--- src/rtl/div_iter_pkg.sv ---
// Shared types for the iterative divider: FSM state encoding.
package div_iter_pkg;

    typedef enum logic [1:0] {
        DIV_IDLE = 2'd0,
        DIV_ZERO = 2'd1,
        DIV_RUN  = 2'd2,
        DIV_DONE = 2'd3
    } div_state_t;

endpackage

--- src/rtl/div_iter.sv ---
// Iterative radix-2 restoring divider (DIV/DIVU) for the EX stage.
// Produces {remainder, quotient} after WIDTH+1 cycles; annul abandons an op in flight.
module div_iter
    import div_iter_pkg::*;
#(
    parameter int WIDTH = 32,
    parameter int CNTW  = 6
) (
    input  logic               clk,
    input  logic               resetn,
    input  logic               start,
    input  logic               signed_div,
    input  logic [WIDTH-1:0]   opdata1,
    input  logic [WIDTH-1:0]   opdata2,
    input  logic               annul,
    output logic               busy,
    output logic               ready,
    output logic               div_zero,
    output logic [2*WIDTH-1:0] result
);

    div_state_t        state;
    logic [CNTW-1:0]   cnt;
    logic [WIDTH-1:0]  rem;
    logic [WIDTH-1:0]  dvd;
    logic [WIDTH:0]    dsr;
    logic              neg_q;
    logic              neg_r;
    logic              dz;

    logic [WIDTH-1:0]  mag1;
    logic [WIDTH-1:0]  mag2;
    logic [WIDTH:0]    shifted;
    logic              fits;
    logic [WIDTH-1:0]  q_fix;
    logic [WIDTH-1:0]  r_fix;

    // Magnitudes are taken from the live operands; they are only used on an accepted start.
    assign mag1    = (signed_div && opdata1[WIDTH-1]) ? -opdata1 : opdata1;
    assign mag2    = (signed_div && opdata2[WIDTH-1]) ? -opdata2 : opdata2;
    assign shifted = {rem, dvd[WIDTH-1]};
    assign fits    = (shifted >= dsr);
    assign q_fix   = neg_q ? -dvd : dvd;
    assign r_fix   = neg_r ? -rem : rem;

    assign busy = (state != DIV_IDLE);

    always_ff @(posedge clk or negedge resetn) begin
        if (!resetn) begin
            state    <= DIV_IDLE;
            cnt      <= '0;
            rem      <= '0;
            dvd      <= '0;
            dsr      <= '0;
            neg_q    <= 1'b0;
            neg_r    <= 1'b0;
            dz       <= 1'b0;
            ready    <= 1'b0;
            div_zero <= 1'b0;
            result   <= '0;
        end else begin
            // NOTE: non-blocking assignments throughout, so every branch reads pre-edge values.
            ready <= 1'b0;
            if (annul) begin
                state <= DIV_IDLE;
            end else begin
                case (state)
                    DIV_IDLE: begin
                        if (start) begin
                            neg_q <= signed_div & (opdata1[WIDTH-1] ^ opdata2[WIDTH-1]);
                            neg_r <= signed_div & opdata1[WIDTH-1];
                            dvd   <= mag1;
                            dsr   <= {1'b0, mag2};
                            rem   <= '0;
                            cnt   <= '0;
                            dz    <= (opdata2 == '0);
                            state <= (opdata2 == '0) ? DIV_ZERO : DIV_RUN;
                        end
                    end
                    DIV_ZERO: begin
                        // Zeroed here rather than on result, so an annul still leaves result intact.
                        rem   <= '0;
                        dvd   <= '0;
                        state <= DIV_DONE;
                    end
                    DIV_RUN: begin
                        if (fits) begin
                            rem <= WIDTH'(shifted - dsr);
                            dvd <= {dvd[WIDTH-2:0], 1'b1};
                        end else begin
                            rem <= shifted[WIDTH-1:0];
                            dvd <= {dvd[WIDTH-2:0], 1'b0};
                        end
                        cnt <= cnt + 1'b1;
                        if (cnt == CNTW'(WIDTH - 1)) begin
                            state <= DIV_DONE;
                        end
                    end
                    DIV_DONE: begin
                        result   <= {r_fix, q_fix};
                        div_zero <= dz;
                        ready    <= 1'b1;
                        state    <= DIV_IDLE;
                    end
                    default: state <= DIV_IDLE;
                endcase
            end
        end
    end

endmodule

--- config.mk ---
export PLATFORM = sky130hd
export DESIGN_NAME = div_iter
export DESIGN_NICKNAME = d
export VERILOG_FILES = /design/src/rtl/div_iter_pkg.sv /design/src/rtl/div_iter.sv
export SDC_FILE = /design/constraint.sdc
export NUM_CORES = 1
export LEC_CHECK = 0
export ABC_AREA = 1
export CAP_MARGIN = 20
export CORE_MARGIN = 4
export CORE_UTILIZATION = 53
export DETAILED_ROUTE_END_ITERATION = 10
export GPL_TIMING_DRIVEN = 1
export PLACE_DENSITY = 0.78
export SLEW_MARGIN = 15
export SYNTH_ARGS = -nofsm -noshare
export SYNTH_HDL_FRONTEND = slang
export SYNTH_SLANG_ARGS = --single-unit
--- constraint.sdc ---
create_clock -name clk -period 1.76 [get_ports clk]
set_input_delay 0.352 -clock clk [delete_from_list [all_inputs] [get_ports clk]]
set_output_delay 0.352 -clock clk [all_outputs]
set_load 0.02 [all_outputs]
# Yosys cells after proc, flatten, opt, wreduce, memory -nomap -nowiden
# Index checks and enable logic that the tools add are counted.
dict set report totals {
  inputBits 69
  ff_bits 173
}
dict set report classes {
  muxes 19
  n_reduce_logical 12
  n_addsub 6
  eq_ne 7
  n_lt_le_gt_ge 1
  bitwise 4
}
# operator n
set op_table {}
lappend op_table {{$mux 32} 7}
lappend op_table {{$pmux 32 s3} 2}
lappend op_table {{$neg 32->32} 4}
lappend op_table {{$ge 33x32->1} 1}
lappend op_table {{$logic_not 32->1} 1}
lappend op_table {{$sub 32x32->32} 1}
lappend op_table {{$pmux 6 s2} 1}
lappend op_table {{$reduce_and 3->1} 3}
lappend op_table {{$mux 2} 4}
lappend op_table {{$pmux 2 s4} 1}
lappend op_table {{$add 6x1->6 const B} 1}
lappend op_table {{$eq 6x5->1 const B} 1}
lappend op_table {{$mux 6} 1}
lappend op_table {{$ne 3x3->1 const B} 2}
lappend op_table {{$eq 2x2->1 const B} 2}
lappend op_table {{$reduce_and 2->1} 2}
lappend op_table {{$reduce_bool 2->1} 2}
lappend op_table {{$mux 1} 3}
lappend op_table {{$reduce_bool 3->1} 1}
lappend op_table {{$and 1x1->1} 2}
lappend op_table {{$eq 2x1->1 const B} 1}
lappend op_table {{$logic_and 1x1->1} 2}
lappend op_table {{$logic_not 2->1} 1}
lappend op_table {{$ne 2x2->1 const B} 1}
lappend op_table {{other kinds (2)} 2}

# Logic depth before layout (Yosys ltp)
# Gate-level depths: netlist of the first run.
dict set report logic_depth {
  word_depth 5
  depth_mapped 17
  depth_no_buf 16
}

# Worst setup path after synthesis of the first run
# Ideal clock, no wire load.
dict set report synth_timing {
  path_type {register to register}
  startpoint {register dvd[31]}
  endpoint {register rem[24]}
  period_less_slack_ns 1.945
  setup_time_ns 0.117
  stages_incl_launch_ff 15
  setup_slack_ns -0.185
  required_time_ns 1.643
  arrival_time_ns 1.828
  path_cell_list {dfrtp_1 inv_1 ha_1 inv_1 fa_1 nand3_1 nand3_1 nand2_1 nand3_1 nand2_1 nand4_1 nand2_1 nand2_1 nand3_1 nand2_1}
}
dict set report synth_between {
  elab_chain_len 3
  elab_cells_between_ends 4
}
# element line
set synth_rtl {}
lappend synth_rtl {{start: declaration} div_iter.sv:25} ;# logic [WIDTH-1:0] dvd;
lappend synth_rtl {{start signal: assignment} div_iter.sv:72} ;# dvd <= mag1;
lappend synth_rtl {{start signal: assignment} div_iter.sv:89} ;# dvd <= {dvd[WIDTH-2:0], 1'b1};
lappend synth_rtl {{start signal: assignment} div_iter.sv:92} ;# dvd <= {dvd[WIDTH-2:0], 1'b0};
lappend synth_rtl {{$sub 32x32->32 or $ge 33x32->1 (tied branches)} {div_iter.sv:88, div_iter.sv:42}}
lappend synth_rtl {{$mux 32 *} div_iter.sv:87} ;# if (fits) begin
lappend synth_rtl {{$pmux 32 s3 *} div_iter.sv:67} ;# case (state)
lappend synth_rtl {{end signal: assignment} div_iter.sv:88} ;# rem <= WIDTH'(shifted - dsr);
lappend synth_rtl {{end signal: assignment} div_iter.sv:91} ;# rem <= shifted[WIDTH-1:0];
lappend synth_rtl {{end: declaration} div_iter.sv:24} ;# logic [WIDTH-1:0] rem;
# Mark *: on every way between the ends. The rest lies on a longest branch, timed or not.
# A chain may end at the register's enable or synchronous reset.

# Worst setup path in the final report of the first run
dict set report layout_timing {
  startpoint {register dsr[28]}
  endpoint {register rem[5]}
}
dict set report layout_between {
  elab_chain_len 3
}
# element line
set layout_rtl {}
lappend layout_rtl {{start: declaration} div_iter.sv:26} ;# logic [WIDTH:0] dsr;
lappend layout_rtl {{start signal: assignment} div_iter.sv:73} ;# dsr <= {1'b0, mag2};
lappend layout_rtl {{$ge 33x32->1} div_iter.sv:42} ;# assign fits = (shifted >= dsr);
lappend layout_rtl {{$mux 32} div_iter.sv:87}
lappend layout_rtl {{$pmux 32 s3} div_iter.sv:67}
# No other way between the ends.

==> results.sh, run 1 <==
export IMPL_gp_congestion=0.986
export IMPL_syn_to_final_growth_pct=58.1
export IMPL_ys_types=51
export IMPL_cts_tree="done"
export IMPL_vias=17900
export IMPL_core_area_sq_um=24600
export IMPL_finalHoldViolations=0
export IMPL_post_route_min_period_ps=2260
export IMPL_setup_violations=80
export IMPL_combPwrFrac_pct=62.2
export IMPL_wire_per_inst_microns=20.5
export IMPL_yosysMostFrequentCell="nand2_1"
export IMPL_cp_slowest_stage_delay_ps=370
export IMPL_path_class="flip-flop to flip-flop"
export IMPL_placementRows=57
export IMPL_synth_edf_count=0
export IMPL_ys_top_cells_by_count="664 x nand2_1, 295 x inv_1, 218 x nand3_1"
export IMPL_portBuffers=135
export IMPL_synthArstFlopShare_pct=100
export IMPL_fillers=1435
export IMPL_die_area_sq_um=27900
export IMPL_cp_slowest_cell="dfrtp_1"
export IMPL_dp_hpwl_microns=40600
export IMPL_drv_slew=0
export IMPL_wl_microns=61200
export IMPL_syn_nets=2201
export IMPL_grt_overflow_total=0
export IMPL_maxCapViolCount=0
export IMPL_worst_pin_slew_ps=522
export IMPL_ir_worst_vdd_v=0.000860
export IMPL_grtUsageTotal_pct=36.7
export IMPL_p_clk_share_pct=14.6
export IMPL_drt_iter0_markers=2597
export IMPL_endpoint_kind="flip-flop"
export IMPL_die_w_microns=167
export IMPL_fin_setup_tns_ps=-23220
export IMPL_io_pins=136
export IMPL_p_switching_w=0.0137
export IMPL_fin_crit_sh_pct=129
export IMPL_cts_buffers=17
export IMPL_crit_required_ps=2090
export IMPL_ys_seq_elements=173
export IMPL_grt_antenna_before_repair=2
export IMPL_clock_sinks=173
export IMPL_outcome="finished with violations"
export IMPL_ys_warn_count=0
export IMPL_cts_root_buf="clkbuf_16"
export IMPL_worst_path_buf_inv=4
export IMPL_violations="negative setup slack"
export IMPL_grt_max_degree=48
export IMPL_crit_top_cell="nor2_1"
export IMPL_netlist_area_sq_um=13400
export IMPL_cts_max_path_buffers=2
export IMPL_synth_area_per_cell_sq_um=6.41
export IMPL_viasPerCell=5.99
export IMPL_synthTopCellsByArea="dfrtp_1 32%, nand2_1 19%, inv_1 8.3%"
export IMPL_die_height_microns=167
export IMPL_drive_gt1_share_pct=33.5
export IMPL_detail_route_antenna_nets=0
export IMPL_critPathLaunchType="flip-flop"
export IMPL_fin_skew_ps=11.3
export IMPL_fmax_mhz=442
export IMPL_layoutNonFillerInstCount=2988
export IMPL_critPathTopFamily="simple AND/OR/NAND/NOR gates"
export IMPL_insertion_delay_ps=450
export IMPL_p_per_area_nw_per_um2=1350
export IMPL_path_cells="inv_1 > ha_4 > nand2_1 > buf_4 > nor2_1 > nor2_1 > nor2_1 > nor2_4 > buf_6 > nand2_8 > clkbuf_16 > nand2_2 > nand3_1 > nand2_1"
export IMPL_relSlewSlack_pct=65.2
export IMPL_synthCells=2091
export IMPL_fin_ws_ps=-504
export IMPL_p_sw_share_pct=48.0
export IMPL_leakage_nw=11.2
export IMPL_rsz0062_at_grt="yes"
export IMPL_worstPathArrival_ps=2600
export IMPL_fin_util_pct=86.1
export IMPL_p_seq_share_pct=23.2
export IMPL_drtPass1Iterations=7
export IMPL_synth_top_area_share_pct=32.3
export IMPL_drcViolationCount=0
export IMPL_yosysSeqAreaShare_pct=32.3
export IMPL_cts_htree_levels=4
export IMPL_grt_pass1_wl_microns=82000
export IMPL_start_util_pct=54.5
export IMPL_reg2reg_setup_slack_ps=-500
export IMPL_synthFlopType="dfrtp_1"
export IMPL_power_internal_w=0.0148
export IMPL_nNetsFinal=2760
export IMPL_dp_cells=2880
export IMPL_grt_pass1_vias=15800
export IMPL_yosysTopAreaCell="dfrtp_1"
export IMPL_cts_reportedPaths_clkPinSlew_ps=90
export IMPL_min_path_type="input port to async pin"
export IMPL_cp_max_fo=6
-- state kept, by name (all words and copies together) (netlist names) --
| signal | cells |
|---|---|
| result | 64 |
| dsr | 32 |
| dvd | 32 |
| rem | 32 |
| cnt | 6 |
| state | 2 |
| div_zero | 1 |
| dz | 1 |
| neg_q | 1 |
| neg_r | 1 |
| ready | 1 |
-- metrics by stage --
stage	hold slack, ps	area (sq um)	setup WS (ps)	power (W)
final	358	21200	-504	0.0285
after global routing	377	21200	-592	0.0296
after CTS	364	19600	-326	0.0253
after detailed placement	259	18400	-705	0.0208
after global placement	257	18400	-638	0.0205
after floorplan	56.4	13800	-91.8	0.0136
-- metal layers --
metal	routed length, microns	GRT usage, %	up-vias
met5	13	0	-
met4	3270	12.5	2
met3	7720	10.5	351
met2	26600	54.1	1404
met1	23600	52.1	8325
li1	-	-	7804
-- worst paths after layout --
check | cells after the start | end | from
min reg2reg | 2 | result[46] | result[46]
max | 14 | rem[5] | dsr[28]
max reg2reg | 14 | rem[5] | dsr[28]
min | 2 | rem[15] | resetn
max in group asynchronous | 3 | cnt[5] | resetn
min in group clk | 4 | dsr[4] | opdata2[4]
-- area by class of cell --
cell class	count	area [sq um]	share of cell area (%)
diodes	1	2.50	0.0118
clock buffers	17	425	2.01
clock inverters	15	193	0.910
inverters	300	1150	5.45
multi-input cells	1551	9290	43.9
flip-flops and latches	173	4350	20.5
well taps	324	405	1.91
repair buffers	607	5360	25.3
-- power groups by stage --
stage	clock network (W)	registers (W)	logic [W]
final	0.00415	0.00663	0.0177
after CTS	0.00405	0.00636	0.0149
after floorplan	0	0.00673	0.00684
after global routing	0.00428	0.00671	0.0187
after detailed placement	0	0.00639	0.0144
after global placement	0	0.00633	0.0141
-- layout by cell type (no fill, tap or decap), types with 6 or more instances in the layout --
master / n
inv_2: 37
nor2_1: 133
nor2_4: 25
nor3_1: 13
inv_1: 254
a21boi_1: 6
xor2_1: 42
o21ai_1: 22
xor2_2: 8
xnor2_1: 17
a21oi_1: 59
o21ai_0: 67
clkbuf_16: 22
a21oi_2: 16
clkdlybuf4s50_1: 60
dlymetal6s2s_1: 13
nand3_1: 163
nand2_4: 21
nand3b_1: 18
nand2_2: 85
nand4_1: 37
o21ai_2: 8
buf_12: 20
nand3_2: 48
buf_4: 406
ha_4: 33
nand3_4: 9
dfrtp_2: 16
buf_6: 38
a22oi_1: 23
nand2_1: 570
dlygate4sd2_1: 60
nor2_2: 44
a31oi_1: 17
dfrtp_1: 157
-- cell families (layout without fill, tap and decap cells) --
family                   after synthesis  after routing  synth area share, %
buffers and inverters                367            939                 10.6
other                                  0              1                    0
XOR/XNOR                              68             68                 4.44
flip-flops                           173            173                 32.3
AND/OR/NAND/NOR                     1193           1193                 38.2
AO/OA/AOI/OAI                        249            249                 10.6
adder cells (fa/ha/maj)               41             41                 3.88
-- worst register-to-register path: stages, from the launching register on --
cell and delay, ps:
dfrtp_1 370, inv_1 100, ha_4 310, nand2_1 130, buf_4 180, nor2_1 110
nor2_1 70, nor2_1 190, nor2_4 70, buf_6 130, nand2_8 110, clkbuf_16 170
nand2_2 60, nand3_1 100, nand2_1 60
-- repair_timing --
item                                    in CTS  in global routing
buffers inserted                            21                 55
gates cloned                                 1                  6
pin swaps                                   37                126
endpoints found under the hold margin       19                  0
resized for setup                          217                310
endpoints found under the setup margin     144                139
hold buffers                                 1                  0
(Power assumes the default switching activity.)
==> run 2, diff against run 1 <==
--- a/config.mk
+++ b/config.mk
@@ -8,10 +8,9 @@
 export ABC_AREA = 1
 export CAP_MARGIN = 20
 export CORE_MARGIN = 4
-export CORE_UTILIZATION = 53
+export CORE_UTILIZATION = 32
 export DETAILED_ROUTE_END_ITERATION = 10
 export GPL_TIMING_DRIVEN = 1
-export PLACE_DENSITY = 0.78
 export SLEW_MARGIN = 15
 export SYNTH_ARGS = -nofsm -noshare
 export SYNTH_HDL_FRONTEND = slang
==> results.sh, run 2 (synthesis gave the netlist of run 1 again) <==
export IMPL_leakage_nw=11.0
export IMPL_drive_gt1_share_pct=32.1
export IMPL_gp_congestion=0.988
export IMPL_outcome="finished with violations"
export IMPL_regMostFlops="result"
export IMPL_rsz0062_at_grt="yes"
export IMPL_worstPathArrival_ps=2480
export IMPL_post_route_min_period_ps=2150
export IMPL_die_w_microns=213
export IMPL_cts_reportedPaths_clkPinSlew_ps=70
export IMPL_p_per_area_nw_per_um2=1280
export IMPL_wire_per_inst_microns=16.5
export IMPL_start_util_pct=32.6
export IMPL_drcViolationCount=0
export IMPL_placementRows=74
export IMPL_grt_antenna_before_repair=0
export IMPL_cts_root_buf="clkbuf_16"
export IMPL_final_cell_mix="601 x nand2_1, 407 x buf_4, 259 x inv_1"
export IMPL_crit_required_ps=2100
export IMPL_grtUsageMet1_pct=33.1
export IMPL_grt_use_met3_pct=2.95
export IMPL_viasPerCell=4.91
export IMPL_diodes=0
export IMPL_grt_pass1_vias=14900
export IMPL_p_total_w=0.0272
export IMPL_clock_sinks=173
export IMPL_fin_crit_sh_pct=122
export IMPL_grt_overflow_total=0
export IMPL_wl_microns=52700
export IMPL_cts_buffers=17
export IMPL_min_path_type="input port to async pin"
export IMPL_die_area_sq_um=45200
export IMPL_critPathLaunchType="flip-flop"
export IMPL_drv_slew=0
export IMPL_drtPass1Iterations=5
export IMPL_cts_tree="done"
export IMPL_grtUsageMet2_pct=34.1
export IMPL_ir_worst_vdd_v=0.000619
export IMPL_die_height_microns=213
export IMPL_maxCapViolCount=0
export IMPL_setup_violations=61
export IMPL_grt_busiest_layer="met2"
export IMPL_syn_to_final_growth_pct=58.3
export IMPL_largest_reg_flops=64
export IMPL_dp_hpwl_microns=40700
export IMPL_detail_route_antenna_nets=0
export IMPL_place_ws_ps=-575
export IMPL_dp_cells=3108
export IMPL_fmax_mhz=465
export IMPL_portBuffers=135
export IMPL_relSlewSlack_pct=66.1
export IMPL_fin_skew_ps=14.3
export IMPL_grtUsageTotal_pct=22.2
export IMPL_cp_max_fo=7
export IMPL_core_area_sq_um=41100
export IMPL_layoutNonFillerInstCount=3188
export IMPL_path_class="flip-flop to flip-flop"
export IMPL_grt_max_degree=39
export IMPL_io_pins=136
export IMPL_fin_ws_ps=-390
export IMPL_fillers=4073
export IMPL_final_common_cell="nand2_1"
export IMPL_drt_iter0_markers=1204
export IMPL_endpoint_kind="flip-flop"
export IMPL_cts_htree_levels=4
export IMPL_insertion_delay_ps=450
export IMPL_worst_pin_slew_ps=504
export IMPL_grt_pass1_wl_microns=79600
export IMPL_violations="negative setup slack"
export IMPL_cts_max_path_buffers=2
export IMPL_nNetsFinal=2753
export IMPL_vias=15700
export IMPL_finalHoldViolations=0
==> run 2: worst paths after layout <==
kind,startpoint,endpoint,slack (ps),cells after the start
max reg2reg,rem[16],rem[18],-390,13
max,rem[16],rem[18],-390,13
min in group clk,opdata2[0],dsr[0],380,4
min,resetn,result[44],380,2
min reg2reg,result[18],result[18],480,2
max in group asynchronous,resetn,result[56],760,3
==> run 2: critical path: stages, from the launching register on <==
cell	delay, ps
dfrtp_1	450
ha_4	320
nand2_2	80
nor2_4	120
inv_2	70
nor2_4	110
inv_2	60
nor3_4	200
nand2_4	130
nand2_8	140
buf_12	140
nand2_2	70
nand3_2	80
nand2_1	60
==> run 2: cell type report <==
type                            count  area [sq um]  area share, %
Inverter                          300          1160           5.45
Clock inverter                     15           155          0.731
Tap cell                          532           666           3.14
Clock buffer                       17           425           2.01
Sequential cell                   173          4360           20.5
Multi-Input combinational cell   1551          9190           43.3
Timing Repair Buffer              600          5270           24.8
==> run 2: power breakdown <==
part           internal (W)  leakage, nW  switching, W
clock network       0.00200        0.285       0.00181
logic               0.00753         8.48       0.00929
registers           0.00532         2.19       0.00121
==> run 2: through the flow <==
step,hold slack [ps],TNS [ps],utilization [%],instance area (sq um)
floorplan,56.4,-2830,-,13800
global placement,286,-34660,45.9,18900
detailed placement,287,-38450,45.9,18900
CTS,378,-13990,48.5,19900
global route,382,-22760,51.6,21200
finish,376,-15840,51.6,21200
==> run 2: per-layer routing <==
metal | up-vias | part of all wire, %
met4 | 0 | 2.6
met2 | 482 | 44
met1 | 7316 | 48
li1 | 7784 | -
met3 | 75 | 5.8
met5 | - | 0
==> run 2: what timing repair did <==
| action | CTS | global route |
|---|---|---|
| buffers inserted | 16 | 37 |
| gates resized for setup | 211 | 274 |
| hold buffers | 1 | 0 |
| pin swaps | 46 | 126 |
| endpoints found under the hold margin | 26 | 0 |
| cloned | 2 | 5 |
| setup endpoints to repair | 141 | 137 |
